## src/rtl/cpu_pkg.sv

```systemverilog
// Shared CPU constants for the fetch front end.
package cpu_pkg;

    localparam int unsigned ADDR_W     = 32;
    localparam int unsigned DATA_W     = 32;
    localparam int unsigned INST_BYTES = 4;

    localparam logic [DATA_W-1:0] INST_NOP = 32'h0000_0000;
    localparam logic [ADDR_W-1:0] PC_RESET = 32'h0000_0000;

endpackage

```

## src/rtl/sync_fifo.sv

```systemverilog
// First-word-fall-through synchronous FIFO with flush and active-low synchronous reset.
// DEPTH must be a power of two so the pointers wrap naturally.
module sync_fifo #(
    parameter int unsigned DEPTH = 4,
    parameter int unsigned WIDTH = 64
) (
    input  logic                       clk_i,
    input  logic                       rst_i,
    input  logic                       flush_i,
    input  logic                       push_i,
    input  logic                       pop_i,
    input  logic [WIDTH-1:0]           wdata_i,
    output logic [WIDTH-1:0]           rdata_o,
    output logic [$clog2(DEPTH+1)-1:0] count_o,
    output logic                       full_o,
    output logic                       empty_o
);
    import cpu_pkg::*;

    localparam int unsigned PtrW = (DEPTH > 1) ? $clog2(DEPTH) : 1;
    localparam int unsigned CntW = $clog2(DEPTH + 1);

    logic [WIDTH-1:0] mem_q [DEPTH];
    logic [WIDTH-1:0] mem_d [DEPTH];
    logic [PtrW-1:0]  wptr_q, wptr_d;
    logic [PtrW-1:0]  rptr_q, rptr_d;
    logic [CntW-1:0]  count_q, count_d;
    logic             do_push, do_pop;

    assign empty_o = (count_q == '0);
    assign full_o  = (32'(count_q) == DEPTH);
    assign count_o = count_q;
    assign rdata_o = mem_q[rptr_q];

    always_comb begin
        do_pop  = pop_i && !empty_o;
        do_push = push_i && (!full_o || do_pop);
        mem_d   = mem_q;
        wptr_d  = wptr_q;
        rptr_d  = rptr_q;
        count_d = count_q;
        if (do_push) begin
            mem_d[wptr_q] = wdata_i;
            wptr_d        = wptr_q + PtrW'(1);
        end
        if (do_pop) begin
            rptr_d = rptr_q + PtrW'(1);
        end
        if (do_push && !do_pop) begin
            count_d = count_q + CntW'(1);
        end else if (do_pop && !do_push) begin
            count_d = count_q - CntW'(1);
        end
        if (flush_i) begin
            wptr_d  = '0;
            rptr_d  = '0;
            count_d = '0;
        end
    end

    always_ff @(posedge clk_i) begin
        if (!rst_i) begin
            wptr_q  <= '0;
            rptr_q  <= '0;
            count_q <= '0;
        end else begin
            wptr_q  <= wptr_d;
            rptr_q  <= rptr_d;
            count_q <= count_d;
        end
    end

    // Storage needs no reset: nothing is visible while count is zero.
    always_ff @(posedge clk_i) begin
        mem_q <= mem_d;
    end

endmodule

```

## src/rtl/fetch_buffer.sv

```systemverilog
// IF front end: owns the fetch PC, issues imem requests over req/gnt/rvalid, and buffers
// returned words with their PC; redirects flush the buffer and drop in-flight responses.
module fetch_buffer #(
    parameter int unsigned DEPTH   = 4,
    parameter int unsigned MAX_OUT = 2,
    parameter int unsigned ADDR_W  = cpu_pkg::ADDR_W,
    parameter int unsigned DATA_W  = cpu_pkg::DATA_W
) (
    input  logic              clk_i,
    input  logic              rst_i,
    input  logic              start_i,
    output logic              imem_req_o,
    output logic [ADDR_W-1:0] imem_addr_o,
    input  logic              imem_gnt_i,
    input  logic              imem_rvalid_i,
    input  logic [DATA_W-1:0] imem_rdata_i,
    input  logic              redirect_i,
    input  logic [ADDR_W-1:0] redirect_pc_i,
    input  logic              stall_i,
    output logic              inst_valid_o,
    output logic [DATA_W-1:0] inst_o,
    output logic [ADDR_W-1:0] pc_o,
    output logic [ADDR_W-1:0] pc_plus4_o
);
    import cpu_pkg::*;

    localparam int unsigned CntW  = $clog2(MAX_OUT + 1);
    localparam int unsigned FCntW = $clog2(DEPTH + 1);

    logic [ADDR_W-1:0]        fetch_pc_q, fetch_pc_d;
    logic [CntW-1:0]          out_cnt_q, out_cnt_d;
    logic [CntW-1:0]          drop_cnt_q, drop_cnt_d;
    logic                     start_q, start_d;

    logic                     issue, resp, keep, pop;
    logic [31:0]              live;
    logic [ADDR_W-1:0]        tag_pc;
    logic                     tag_full, tag_empty;
    logic [CntW-1:0]          unused_tag_cnt;
    logic [ADDR_W+DATA_W-1:0] head;
    logic [FCntW-1:0]         fifo_cnt;
    logic                     fifo_empty, unused_fifo_full;

    // Request gating uses registered state only; dropped requests never reach the FIFO.
    always_comb begin
        live       = 32'(fifo_cnt) + 32'(out_cnt_q) - 32'(drop_cnt_q);
        imem_req_o = start_q && !tag_full && (32'(out_cnt_q) < MAX_OUT) && (live < DEPTH);
        issue      = imem_req_o && imem_gnt_i;
        resp       = imem_rvalid_i && !tag_empty;
        keep       = resp && (drop_cnt_q == '0) && !redirect_i;
        pop        = inst_valid_o && !stall_i && !redirect_i;
    end

    always_comb begin
        start_d    = start_i;
        out_cnt_d  = out_cnt_q;
        drop_cnt_d = drop_cnt_q;
        fetch_pc_d = fetch_pc_q;
        if (issue && !resp) begin
            out_cnt_d = out_cnt_q + CntW'(1);
        end else if (resp && !issue) begin
            out_cnt_d = out_cnt_q - CntW'(1);
        end
        if (resp && (drop_cnt_q != '0)) begin
            drop_cnt_d = drop_cnt_q - CntW'(1);
        end
        if (issue) begin
            fetch_pc_d = fetch_pc_q + ADDR_W'(INST_BYTES);
        end
        // Every request still live after this cycle, including one granted now, becomes a drop.
        if (redirect_i) begin
            fetch_pc_d = redirect_pc_i;
            drop_cnt_d = out_cnt_d;
        end
    end

    always_ff @(posedge clk_i) begin
        if (!rst_i) begin
            fetch_pc_q <= ADDR_W'(PC_RESET);
            out_cnt_q  <= '0;
            drop_cnt_q <= '0;
            start_q    <= 1'b0;
        end else begin
            fetch_pc_q <= fetch_pc_d;
            out_cnt_q  <= out_cnt_d;
            drop_cnt_q <= drop_cnt_d;
            start_q    <= start_d;
        end
    end

    sync_fifo #(
        .DEPTH (MAX_OUT),
        .WIDTH (ADDR_W)
    ) u_tag_fifo (
        .clk_i   (clk_i),
        .rst_i   (rst_i),
        .flush_i (1'b0),
        .push_i  (issue),
        .pop_i   (resp),
        .wdata_i (fetch_pc_q),
        .rdata_o (tag_pc),
        .count_o (unused_tag_cnt),
        .full_o  (tag_full),
        .empty_o (tag_empty)
    );

    sync_fifo #(
        .DEPTH (DEPTH),
        .WIDTH (ADDR_W + DATA_W)
    ) u_inst_fifo (
        .clk_i   (clk_i),
        .rst_i   (rst_i),
        .flush_i (redirect_i),
        .push_i  (keep),
        .pop_i   (pop),
        .wdata_i ({tag_pc, imem_rdata_i}),
        .rdata_o (head),
        .count_o (fifo_cnt),
        .full_o  (unused_fifo_full),
        .empty_o (fifo_empty)
    );

    assign imem_addr_o  = fetch_pc_q;
    assign inst_valid_o = !fifo_empty;
    assign inst_o       = inst_valid_o ? head[DATA_W-1:0] : DATA_W'(INST_NOP);
    assign pc_o         = inst_valid_o ? head[ADDR_W+DATA_W-1:DATA_W] : ADDR_W'(PC_RESET);
    assign pc_plus4_o   = pc_o + ADDR_W'(INST_BYTES);

    assert property (@(posedge clk_i) disable iff (!rst_i) imem_rvalid_i |-> (out_cnt_q != '0));
    assert property (@(posedge clk_i) disable iff (!rst_i) drop_cnt_q <= out_cnt_q);

endmodule
```

## config.mk

```make
export PLATFORM = sky130hd
export DESIGN_NAME = fetch_buffer
export DESIGN_NICKNAME = d
export VERILOG_FILES = /design/src/rtl/cpu_pkg.sv /design/src/rtl/sync_fifo.sv /design/src/rtl/fetch_buffer.sv
export SDC_FILE = /design/constraint.sdc
export NUM_CORES = 1
export LEC_CHECK = 0
export CORE_MARGIN = 4
export CORE_UTILIZATION = 47
export CTS_CLUSTER_DIAMETER = 30
export DETAILED_ROUTE_END_ITERATION = 6
export GPL_ROUTABILITY_DRIVEN = 0
export PLACE_DENSITY_LB_ADDON = 0.12
export SLEW_MARGIN = 20
export SYNTH_ARGS = -nofsm -noshare
export SYNTH_HDL_FRONTEND = slang
export SYNTH_SLANG_ARGS = --single-unit
```

## constraint.sdc

```tcl
create_clock -name clk_i -period 7.55 [get_ports clk_i]
set_input_delay 1.1325 -clock clk_i [delete_from_list [all_inputs] [get_ports clk_i]]
set_output_delay 1.1325 -clock clk_i [all_outputs]
set_load 0.01 [all_outputs]
```

==> results of run 1 <==
## through the flow
stage | instances | setup WS, ns
after floorplan | 957 | 3.25
after global placement | 1559 | 2.48
after detailed placement | 1559 | 2.44
after CTS | 1693 | 1.84
after global routing | 1693 | 1.61
final | 1693 | 1.97
## cells in the final DEF (no fill, tap or decap), drive strengths merged, types with 3 or more instances in the layout
cell	instances
bufinv	6
o211ai	5
or2	3
nor2b	5
nand2	45
clkbuf	84
xnor2	39
inv	36
nand4	17
or3	3
and3	5
buf	7
o21ai	35
and2	68
a21oi	27
nor2	22
edfxtp	320
dfxtp	48
nor3	15
o211a	4
nand2b	6
xor2	25
ha	13
nor4	8
nand3	27
mux2i	10
mux2	35
mux4	63
a211oi	3
clkdlybuf4s50	200
clkinv	28
and4	6
clkinvlp	9
## report_power, final
part	switching, mW	leakage (nW)	internal (mW)
logic	0.357	2.36	0.320
registers	0.0524	3.29	2.35
clock network	1.05	1.18	2.06
total	1.45	6.83	4.74
## layer usage
layer,GRT usage (%),wire length [µm],vias to the layer above
met3,4.72,2270,78
met2,29.1,15200,308
met4,7.12,1000,0
li1,-,-,4191
met1,25.5,14900,4437
met5,0,0,-
## cell families (layout without fill, tap and decap cells)
logic type,after synthesis,in the layout,synth area share [%]
flip-flops,368,368,67.9
XOR/XNOR,64,64,3.60
adder cells (fa/ha/maj),15,15,1.30
buffers and inverters,76,370,2.37
AO/OA/AOI/OAI,88,88,3.54
multiplexers,108,108,12.5
AND/OR/NAND/NOR,238,238,8.77
## state kept, by name (all words and copies together), names as in the netlist
| signal | count |
|---|---|
| imem_addr_o | 32 |
| u_inst_fifo.mem_q | 256 |
| start_q | 1 |
| u_tag_fifo.mem_q | 64 |
| u_tag_fifo.wptr_q | 1 |
| u_tag_fifo.rptr_q | 1 |
| u_inst_fifo.count_o | 3 |
| u_inst_fifo.wptr_q | 2 |
| u_tag_fifo.count_o | 2 |
| out_cnt_q | 2 |
| drop_cnt_q | 2 |
| u_inst_fifo.rptr_q | 2 |
## worst reg2reg max path, cell delays in order, from the launching register on
cell and delay (ns):
sky130_fd_sc_hd__dfxtp_1 0.35, sky130_fd_sc_hd__inv_1 0.11, sky130_fd_sc_hd__fa_1 0.54, sky130_fd_sc_hd__inv_1 0.04
sky130_fd_sc_hd__ha_1 0.27, sky130_fd_sc_hd__and3b_1 0.18, sky130_fd_sc_hd__o211ai_1 0.54, sky130_fd_sc_hd__a21o_1 0.68
sky130_fd_sc_hd__inv_1 0.19, sky130_fd_sc_hd__ha_1 0.36, sky130_fd_sc_hd__or3_1 0.34, sky130_fd_sc_hd__a21boi_0 0.17
## worst max-delay path by stage
| stage | start | endpoint | slack (ns) | cells after the start |
|---|---|---|---|---|
| after floorplan | u_inst_fifo.count_o[0] | pc_plus4_o[24] | 3.25 | 14 |
| after global placement | u_inst_fifo.rptr_q[0] | pc_plus4_o[18] | 2.48 | 10 |
| after detailed placement | u_inst_fifo.rptr_q[0] | pc_plus4_o[18] | 2.44 | 10 |
| after CTS | u_inst_fifo.rptr_q[0] | pc_plus4_o[18] | 1.84 | 10 |
| after global routing | u_inst_fifo.rptr_q[0] | pc_plus4_o[20] | 1.61 | 10 |
| final | u_inst_fifo.rptr_q[0] | pc_plus4_o[20] | 1.97 | 10 |
## final cells by class
type / instances / area (µm²)
timing repair buffer: 207 / 2050
fill: 2403 / 12200
tap: 442 / 553
multi-input combinational: 513 / 4640
inverter: 29 / 109
clock inverter: 50 / 498
clock buffer: 84 / 1940
sequential: 368 / 10600
==> metrics.log, run 1 <==
INFO  metric worst-path-buf-inv = 2
INFO  metric synth_top_cells_by_area = sky130_fd_sc_hd__edfxtp_1 62%, sky130_fd_sc_hd__mux4_2 7.8%, sky130_fd_sc_hd__dfxtp_1 6.2%, sky130_fd_sc_hd__and2_1 2.7%, sky130_fd_sc_hd__mux2_2 2.5%
INFO  metric synth_seq_cells = ~370
INFO  metric tightest_slew = around 1.1 ns
INFO  metric synthTopCellsByCount = 320 x sky130_fd_sc_hd__edfxtp_1, 67 x sky130_fd_sc_hd__and2_1, 54 x sky130_fd_sc_hd__mux4_2
INFO  metric wire_length_of_the_first_global_routing_pass = approximately 52 mm
INFO  metric crit_path_max_fanout = 54
INFO  metric leakage_power_total = just under 7 nW
INFO  metric setup.worst_path.class = reg -> out
INFO  metric path_delay_family = simple AND/OR/NAND/NOR gates
INFO  metric drt-initial-drc-count = approximately 450
INFO  metric post_synthesis_instance_area = ~0.016 mm²
INFO  metric tritoncts_clock_tree = yes
INFO  metric yosysTopAreaCell = sky130_fd_sc_hd__edfxtp_1
INFO  metric detail_placement_hpwl = 20.7 mm
INFO  metric timing.final.crit_period = 5.58 ns
INFO  metric fin_worst_skew = 0.0138 ns
INFO  metric diodes = 0
INFO  metric start_util = between 40% and 50%
INFO  metric synth-main-ff-cell = sky130_fd_sc_hd__edfxtp_1
INFO  metric globalRoute.totalOverflow = 0
INFO  metric worst_r2r_startpoint = out_cnt_q[1]
INFO  metric final.setup.tns = 0 ns
INFO  metric netlist.area_leader.share = ~62%
INFO  metric detailedRoute.firstPassIterationCount = 5
INFO  metric core_area = around 0.033 mm²
INFO  metric routed_via_density = 5.32
INFO  metric fin_nets = ~1,300
INFO  metric per_cell_routed_wire_length = slightly below 20 µm
INFO  metric die_w = 190 µm
INFO  metric reg2reg_setup_slack = about 3.7 ns
INFO  metric number_of_antenna_violations_at_the_first_check_in_global_routing = 0
INFO  metric cts_buffer_depth = 3
INFO  metric cts.reportedPaths.clkPinSlew = approximately 0.040 ns
INFO  metric clock_sinks = 368
INFO  metric synth.net_count = 1,043
INFO  metric post_synth.cell_area_avg = about 16 µm²
INFO  metric sequential_to_total_area_share_from_yosys_stat = 67.9%
INFO  metric final_max_slew_viol_count = 0
INFO  metric rsz0062_at_grt = false
INFO  metric worst_hold_slack = 0.485 ns
INFO  metric clock-root-buffer = sky130_fd_sc_hd__clkbuf_16
INFO  metric design_area = 0.0204 mm²
INFO  metric cp_cell_sequence = mux4_1, nand2_1, inv_1, ha_1, nand2_1, or3_4, and4bb_1, nand4_2, xnor2_1, clkdlybuf4s50_1
INFO  metric postPlaceCellArea = about 0.018 mm²
INFO  metric timing.rr.end = u_tag_fifo.count_o[1]
INFO  metric max_clock_freq = approximately 180 MHz
INFO  metric critical-path-top-cell-by-count = sky130_fd_sc_hd__nand2_1
INFO  metric die_area = 0.0361 mm²
INFO  metric critical_path_arrival = roughly 4.4 ns
INFO  metric die_y = between 150 and 200 µm
INFO  metric worst-endpoint-required = about 6.4 ns
INFO  metric worstSetupEndpointType = output pin
INFO  metric design_power_total = a little over 6 mW
INFO  metric ioPinCount = 201
INFO  metric synth.most_common_cell = sky130_fd_sc_hd__edfxtp_1
INFO  metric setup-violations-final = 0
INFO  metric cts_hold_buffers = 0
INFO  metric post_synth_inst_count = ~960
INFO  metric count_of_cells_resized_by_post_cts_repair = 0
INFO  metric ys_warn_count = 0
INFO  metric timing.hold.worst_endpoint = u_tag_fifo.mem_q[0]
INFO  metric crit_slowest_cell = sky130_fd_sc_hd__dfxtp_4
INFO  metric min_from = imem_addr_o[0]
INFO  metric hp-class = reg -> reg
INFO  metric final_core_util = between 60 and 70%
INFO  metric synth_to_final_area_change = 30.9%
INFO  metric worst_setup_path_start_kind = flip-flop
INFO  metric run_status = completed
INFO  metric maximum_number_of_pins_on_one_net_before_global_route_repair = 77
INFO  metric antenna_violating_nets_post_route = 0
INFO  metric min_period_over_period = about three quarters
INFO  metric total_cts_buffers = 74
INFO  metric vias_in_the_first_global_route = between 9,000 and 10,000
INFO  metric hold_depth = 0
INFO  metric power-per-cell-area = around 300 mW/mm²
INFO  metric ctsHtreeMaxLevel = 3
INFO  metric relSlewSlack = 29.8%
INFO  metric placementRows = 66
INFO  metric detail_route.wirelength = approximately 33 mm
INFO  metric timing.critical_path.slowest_cell_delay = ~0.99 ns
INFO  metric ratio_of_cells_with_drive_above_1_in_the_final_layout = 19.6%
INFO  metric timing_hold_violations_final = 0
INFO  metric track_usage = 18.6%
INFO  metric drv_cap = 0
INFO  metric placement.io_buffers = 200
INFO  metric vias = around 9,000
INFO  metric synthDistinctLibCells = 62
INFO  metric async_flop_share = 0%
INFO  metric post-cts-setup-buffer-count = 0
INFO  metric ir_drop = 0.186 mV
INFO  metric worst-r2r-cell-count = 11
INFO  metric number_of_synthesized_flops_with_an_enable_pin = 320
INFO  metric route.detailed.drc = 0
INFO  metric clock_latency = between 0.5 and 0.6 ns
Note: power is estimated with default switching activity, not from simulation.
==> run 2: changes to the inputs <==
- clock period: 7.55 -> 5.8 ns (I/O delays scaled with it)
==> run 2 against run 1 <==
Sequential share of layout area down 0.55 points. Worst setup slack worse by 1.1 ns. Sequential cell count did not move. Worst hold slack better by 0.0090 ns. Power is 35% higher. Utilization rose by 0.66 points. Register-to-register slack got worse by 1.8 ns. Non-clock buffer count increased by 5. Cell count rose by 0.53%. Largest cell class unchanged. Highest routed layer unchanged.
==> metrics.log, run 2 (same netlist as run 1, synthesis figures left out) <==
INFO  metric post-cts-setup-buffer-count = 0 (unchanged)
INFO  metric cts_buffer_depth = 3 (unchanged)
INFO  metric detail_placement_hpwl = 21.2 mm (+2.7%)
INFO  metric vias = 9,066 (+0.58%)
INFO  metric final_max_slew_viol_count = 0 (unchanged)
INFO  metric worstSetupEndpointType = output pin
INFO  metric detail_route.wirelength = 33.8 mm (+1.5%)
INFO  metric reg2reg_setup_slack = 1.92 ns (-1.79 ns)
INFO  metric tightest_slew = 1.03 ns (-0.0221 ns)
INFO  metric ratio_of_cells_with_drive_above_1_in_the_final_layout = 19.3% (-0.30 points)
INFO  metric clock_latency = 0.56 ns (about the same)
INFO  metric power_frac_seq = 37.4% (-1.5 points)
INFO  metric finalWorstSetupSlack = 0.842 ns (-1.13 ns)
INFO  metric timing_hold_violations_final = 0 (unchanged)
INFO  metric setup-violations-final = 0 (unchanged)
INFO  metric fin_nets = 1,285 (+0.47%)
INFO  metric die_w = 190 µm (unchanged)
INFO  metric critical_path_arrival = 4.09 ns (-0.35 ns)
INFO  metric hp-class = reg -> reg
INFO  metric start_util = 47.7% (unchanged)
INFO  metric cts_hold_buffers = 0 (unchanged)
INFO  metric detailedRoute.firstPassIterationCount = 5 (unchanged)
INFO  metric max_clock_freq = 202 MHz
INFO  metric run_status = completed
INFO  metric placementRows = 66 (unchanged)
INFO  metric swShare = 22.3% (-1.2 points)
INFO  metric crit_path_max_fanout = 30 (-44%)
INFO  metric min_from = imem_addr_o[1]
INFO  metric leakage_power_total = 6.93 nW (+1.5%)
INFO  metric worst-endpoint-required = 4.93 ns (-1.49 ns)
INFO  metric diodes = 0 (unchanged)
INFO  metric placement.io_buffers = 200 (unchanged)
INFO  metric drv_cap = 0 (unchanged)
INFO  metric ir_drop = 0.232 mV (+25%)
INFO  metric hold_depth = 0 (unchanged)
INFO  metric clock_sinks = 368 (unchanged)
INFO  metric antenna_violating_nets_post_route = 0 (unchanged)
INFO  metric largest-register = u_inst_fifo.mem_q
INFO  metric setup.worst_path.class = reg -> out
INFO  metric vias_in_the_first_global_route = 9,587 (+1.2%)
INFO  metric layout.cells.most_common_list = 320 x sky130_fd_sc_hd__edfxtp_1, 200 x sky130_fd_sc_hd__clkdlybuf4s50_1, 77 x sky130_fd_sc_hd__clkbuf_16, 63 x sky130_fd_sc_hd__and2_1, 54 x sky130_fd_sc_hd__mux4_2
INFO  metric timing.hold.worst_endpoint = u_tag_fifo.mem_q[33]
INFO  metric power.combinational.fraction = 10.6% (-0.3 points)
INFO  metric worst_hold_slack = 0.494 ns (+0.00900 ns)
INFO  metric routed_via_density = 5.33 (about the same)
INFO  metric power_share_of_the_clock_group = 52.0% (+1.8 points)
INFO  metric number_of_antenna_violations_at_the_first_check_in_global_routing = 0 (unchanged)
INFO  metric route.detailed.drc = 0 (unchanged)
INFO  metric rsz0062_at_grt = false
INFO  metric total_cts_buffers = 75 (+1.4%)
INFO  metric timing.rr.end = u_tag_fifo.count_o[1]
INFO  metric min_period_over_period = about 85%
INFO  metric power-per-cell-area = 406 mW/mm² (+34%)
INFO  metric ctsHtreeMaxLevel = 3 (unchanged)
INFO  metric postPlaceCellArea = 0.0180 mm² (+0.21%)
INFO  metric globalRoute.totalOverflow = 0 (unchanged)
INFO  metric pre_cts_ws = 1.34 ns (-1.09 ns)
INFO  metric ioPinCount = 201 (unchanged)
INFO  metric final_core_util = 63.1% (+0.66 points)
INFO  metric largest_register_ff_count = 256 (unchanged)
INFO  metric count_of_cells_resized_by_post_cts_repair = 0 (unchanged)
INFO  metric die_y = 190 µm (unchanged)
INFO  metric per_cell_routed_wire_length = 19.9 µm (+0.94%)
INFO  metric timing.final.crit_period = 4.96 ns
INFO  metric wire_length_of_the_first_global_routing_pass = 52.8 mm (+0.99%)
INFO  metric tritoncts_clock_tree = yes
INFO  metric synth_to_final_area_change = 32.3%
INFO  metric cts.reportedPaths.clkPinSlew = 0.04 ns (about the same)
INFO  metric power.switching = 1.87 mW (+28%)
INFO  metric worst-r2r-cell-count = 11 (unchanged)
INFO  metric design_area = 0.0206 mm² (+1.1%)
INFO  metric power_report.internal_total = 6.50 mW (+37%)
INFO  metric track_usage = 18.7% (+0.021 points)
INFO  metric worst_setup_path_start_kind = flip-flop
INFO  metric layout.cells.most_common = sky130_fd_sc_hd__edfxtp_1
INFO  metric core_area = 0.0326 mm² (unchanged)
INFO  metric worst_r2r_startpoint = u_inst_fifo.count_o[1]
INFO  metric clock-root-buffer = sky130_fd_sc_hd__clkbuf_16
INFO  metric relSlewSlack = 31.2% (+1.5 points)
INFO  metric fin_worst_skew = 0.0202 ns (+0.00642 ns)
INFO  metric final.setup.tns = 0 ns (unchanged)
INFO  metric drt-initial-drc-count = 535 (+18%)
INFO  metric die_area = 0.0361 mm² (unchanged)
INFO  metric maximum_number_of_pins_on_one_net_before_global_route_repair = 65 (-16%)
==> run 2: per-stage QoR <==
step	cells	power, mW
finish	1702	8.37
global route	1702	8.70
CTS	1702	8.46
detailed placement	1564	4.07
global placement	1564	4.05
floorplan	957	3.67
==> run 2: how the worst max path moves through the flow <==
stage / cells after the start / startpoint / slack, ns / endpoint
floorplan: 10 / out_cnt_q[1] / 1.58 / u_tag_fifo.mem_q[32]
global placement: 10 / u_inst_fifo.count_o[2] / 1.44 / pc_plus4_o[18]
detailed placement: 10 / u_inst_fifo.count_o[2] / 1.34 / pc_plus4_o[26]
CTS: 10 / u_inst_fifo.count_o[2] / 0.76 / pc_plus4_o[18]
global route: 10 / u_inst_fifo.count_o[2] / 0.57 / pc_plus4_o[26]
finish: 10 / u_inst_fifo.count_o[2] / 0.84 / pc_plus4_o[18]
==> run 2: cell type report <==
class	count	area, µm²
inverter	29	109
tap	442	553
sequential	368	10600
timing repair buffer	212	2090
multi-input combinational	513	4640
clock buffer	94	2040
clock inverter	44	577
fill	2388	12000
==> run 2: worst max-delay path, cell delays in order, from the launching register on <==
cell and delay [ns]:
sky130_fd_sc_hd__dfxtp_1 0.37, sky130_fd_sc_hd__nor3_2 0.71, sky130_fd_sc_hd__inv_2 0.44, sky130_fd_sc_hd__and2_1 0.28, sky130_fd_sc_hd__ha_1 0.20, sky130_fd_sc_hd__nand2_1 0.15, sky130_fd_sc_hd__or3_4 0.18, sky130_fd_sc_hd__and4bb_1 0.34
sky130_fd_sc_hd__nand3_1 0.16, sky130_fd_sc_hd__xnor2_1 0.13, sky130_fd_sc_hd__clkdlybuf4s50_1 0.55
==> run 2: per-layer routing <==
metal	up-vias	global-route usage [%]	wire [µm]
met2	316	29.9	15800
met5	-	0	0
met3	61	4.13	2410
li1	4204	-	-
met1	4485	25.6	15000
met4	0	6.29	695
==> run 2: power by group through the flow <==
stage                     Clock [mW]  Combinational [mW]  Sequential (mW)
after floorplan                    0               0.505             3.16
after global placement             0               0.879             3.17
after detailed placement           0               0.890             3.18
after CTS                       4.43               0.899             3.13
after global routing            4.59               0.971             3.14
final                           4.35               0.887             3.13
==> run 3: changes to the inputs <==
- CORE_MARGIN: 4 -> default
- CORE_UTILIZATION: 47 -> 40
==> run 3 against run 2 <==
Power shrank 4.3%. Routed wire length increased by 0.94%. Clock power fell by 8.3%. Via count decreased by 1.5%. Critical path depth unchanged. Clock skew shrank 0.0025 ns. Count of clock-buffer cells in the layout fell by 6. Non-clock buffer count shrank 1. Worst hold slack is essentially flat. Critical path type unchanged. Largest power group unchanged.
==> metrics.log, run 3 (same netlist as run 1, synthesis figures left out) <==
INFO  metric largest-register = u_inst_fifo.mem_q
INFO  metric detail_route.wirelength = 34.1 mm (+0.94%)
INFO  metric design_power_total = 8.01 mW (-4.3%)
INFO  metric rsz0062_at_grt = false
INFO  metric crit_slowest_cell = sky130_fd_sc_hd__nor3_2
INFO  metric power_frac_seq = 39.1% (+1.7 points)
INFO  metric ioPinCount = 201 (unchanged)
INFO  metric wire_length_of_the_first_global_routing_pass = 52.1 mm (-1.2%)
INFO  metric ctsHtreeMaxLevel = 3 (unchanged)
INFO  metric detail_placement_hpwl = 21.6 mm (+1.8%)
INFO  metric layout.cells.most_common = sky130_fd_sc_hd__edfxtp_1
INFO  metric setup.worst_path.class = reg -> out
INFO  metric worst-endpoint-required = 4.93 ns (about the same)
INFO  metric critical_path_arrival = 4.27 ns (+0.18 ns)
INFO  metric hp-class = reg -> reg
INFO  metric largest_register_ff_count = 256 (unchanged)
INFO  metric power.combinational.fraction = 11.0% (+0.4 points)
INFO  metric drv_cap = 0 (unchanged)
INFO  metric power.switching = 1.86 mW (-0.14%)
INFO  metric filler_cell_count = 3,139 (+31%)
INFO  metric placementRows = 71 (+7.6%)
INFO  metric relSlewSlack = 33.2% (+1.9 points)
INFO  metric route.detailed.drc = 0 (unchanged)
INFO  metric core_area = 0.0380 mm² (+17%)
INFO  metric die_y = 199 µm (+4.9%)
INFO  metric detailedRoute.firstPassIterationCount = 4 (-1)
INFO  metric die_w = 199 µm (+4.9%)
INFO  metric total_cts_buffers = 75 (unchanged)
INFO  metric clock_latency = 0.57 ns (about the same)
INFO  metric synth_to_final_area_change = 31.5%
INFO  metric layout.area.seq = 0.0106 mm² (unchanged)
INFO  metric run_status = completed
INFO  metric worst-path-buf-inv = 2 (unchanged)
INFO  metric antenna_violating_nets_post_route = 0 (unchanged)
INFO  metric timing_hold_violations_final = 0 (unchanged)
INFO  metric worst_setup_path_start_kind = flip-flop
INFO  metric maximum_number_of_pins_on_one_net_before_global_route_repair = 65 (unchanged)
INFO  metric finalNonFillerCells = 1,769 (+3.9%)
INFO  metric track_usage = 17.5% (-1.1 points)
INFO  metric timing.final.crit_period = 5.14 ns (+0.186 ns)
INFO  metric cts.reportedPaths.clkPinSlew = 0.04 ns (about the same)
INFO  metric multi_input_comb_area = 0.00464 mm² (unchanged)
INFO  metric power_share_of_the_clock_group = 49.9% (-2.1 points)
INFO  metric path_delay_family = simple AND/OR/NAND/NOR gates
INFO  metric swShare = 23.3% (+0.97 points)
INFO  metric layout.cells.most_common_list = 320 x sky130_fd_sc_hd__edfxtp_1, 200 x sky130_fd_sc_hd__clkdlybuf4s50_1, 75 x sky130_fd_sc_hd__clkbuf_16, 63 x sky130_fd_sc_hd__and2_1, 54 x sky130_fd_sc_hd__mux4_2
INFO  metric leakage_power_total = 6.83 nW (-1.5%)
INFO  metric timing.critical_path.slowest_cell_delay = 0.74 ns (+0.03 ns)
INFO  metric vias = 8,930 (-1.5%)
INFO  metric ir_drop = 0.246 mV (+5.9%)
INFO  metric setup-violations-final = 0 (unchanged)
INFO  metric power-per-cell-area = 391 mW/mm² (-3.7%)
INFO  metric clock-root-buffer = sky130_fd_sc_hd__clkbuf_16
INFO  metric cts_buffer_depth = 3 (unchanged)
INFO  metric fin_worst_skew = 0.0177 ns (-0.00249 ns)
INFO  metric tightest_slew = 1.00 ns (-0.0288 ns)
INFO  metric max_clock_freq = 194 MHz (-3.6%)
INFO  metric placement.io_buffers = 200 (unchanged)
INFO  metric ratio_of_cells_with_drive_above_1_in_the_final_layout = 19.2% (-0.049 points)
INFO  metric final_max_slew_viol_count = 0 (unchanged)
INFO  metric per_cell_routed_wire_length = 19.3 µm (-2.9%)
INFO  metric cts_hold_buffers = 0 (unchanged)
INFO  metric final.setup.tns = 0 ns (unchanged)
INFO  metric diodes = 0 (unchanged)
INFO  metric final_core_util = 53.8% (-9.3 points)
INFO  metric cp_cell_sequence = nor3_2, inv_2, and2_1, ha_1, nand2_1, or3_4, and4bb_1, nand4_2, xnor2_1, clkdlybuf4s50_1
INFO  metric min_period_over_period = 88.7% (+3.2 points)
INFO  metric number_of_antenna_violations_at_the_first_check_in_global_routing = 0 (unchanged)
INFO  metric drt-initial-drc-count = 334 (-38%)
INFO  metric post-cts-setup-buffer-count = 0 (unchanged)
INFO  metric crit_path_max_fanout = 31 (+3.3%)
INFO  metric routed_via_density = 5.05 (-5.2%)
INFO  metric vias_in_the_first_global_route = 9,245 (-3.6%)
INFO  metric placedCellCount = 1,632 (+4.3%)
INFO  metric power_report.internal_total = 6.15 mW (-5.5%)
INFO  metric worstSetupEndpointType = output pin
INFO  metric tritoncts_clock_tree = yes
INFO  metric start_util = 40.9% (-6.8 points)
INFO  metric count_of_cells_resized_by_post_cts_repair = 0 (unchanged)
INFO  metric clock_sinks = 368 (unchanged)
INFO  metric globalRoute.totalOverflow = 0 (unchanged)
INFO  metric die_area = 0.0397 mm² (+10%)
INFO  metric fin_nets = 1,284 (-0.078%)
## run 3: cell types whose count changed in the layout (fill, tap and decap cells not counted), moves of 2 or more
cell | previous run | this run
sky130_fd_sc_hd__clkinv_2 | 9 | 12
sky130_fd_sc_hd__clkbuf_16 | 77 | 75
sky130_fd_sc_hd__clkbuf_8 | 5 | 2
sky130_fd_sc_hd__bufinv_16 | 12 | 6
sky130_fd_sc_hd__inv_6 | 4 | 6
sky130_fd_sc_hd__clkinv_4 | 0 | 5
## run 3: path summary, 6_finish.rpt
| kind | cells after the start | endpoint | slack [ns] | startpoint |
|---|---|---|---|---|
| max | 10 | pc_plus4_o[20] | 0.66 | u_inst_fifo.count_o[2] |
| min | 0 | u_tag_fifo.mem_q[0] | 0.49 | imem_addr_o[0] |
| max reg2reg | 11 | u_tag_fifo.count_o[1] | 2.01 | u_inst_fifo.count_o[1] |
| min reg2reg | 0 | u_tag_fifo.mem_q[0] | 0.49 | imem_addr_o[0] |
## run 3: power by group through the flow
stage          Clock (mW)  Sequential, mW  Combinational (mW)
5_1_grt              4.20            3.14               0.971
3_3_place_gp            0            3.18               0.884
4_1_cts              4.07            3.13               0.899
6_report             3.99            3.13               0.884
3_5_place_dp            0            3.18               0.891
2_1_floorplan           0            3.16               0.505
## run 3: final cells by class
type | count | area share [%]
clock buffer | 88 | 9.51
sequential | 368 | 51.7
multi-input combinational | 513 | 22.7
timing repair buffer | 211 | 10.2
clock inverter | 49 | 2.28
tap | 511 | 3.12
inverter | 29 | 0.532
## run 3: routing by layer
metal  routed length, µm  track usage (%)  part of all wire, %
met1               15500             23.5                   46
met2               15900             27.7                   47
met5                   0                0                    0
met4                 789             6.44                  2.3
met3                1890             4.27                  5.5
## run 3: metrics by stage
stage                     area (µm²)  hold WS [ns]  worst slack (ns)
after floorplan                15600         0.478              1.58
after global placement         18100         0.494              1.27
after detailed placement       18100         0.491              1.22
after CTS                      20500         0.500             0.599
after global routing           20500         0.507             0.378
final                          20500         0.494             0.656
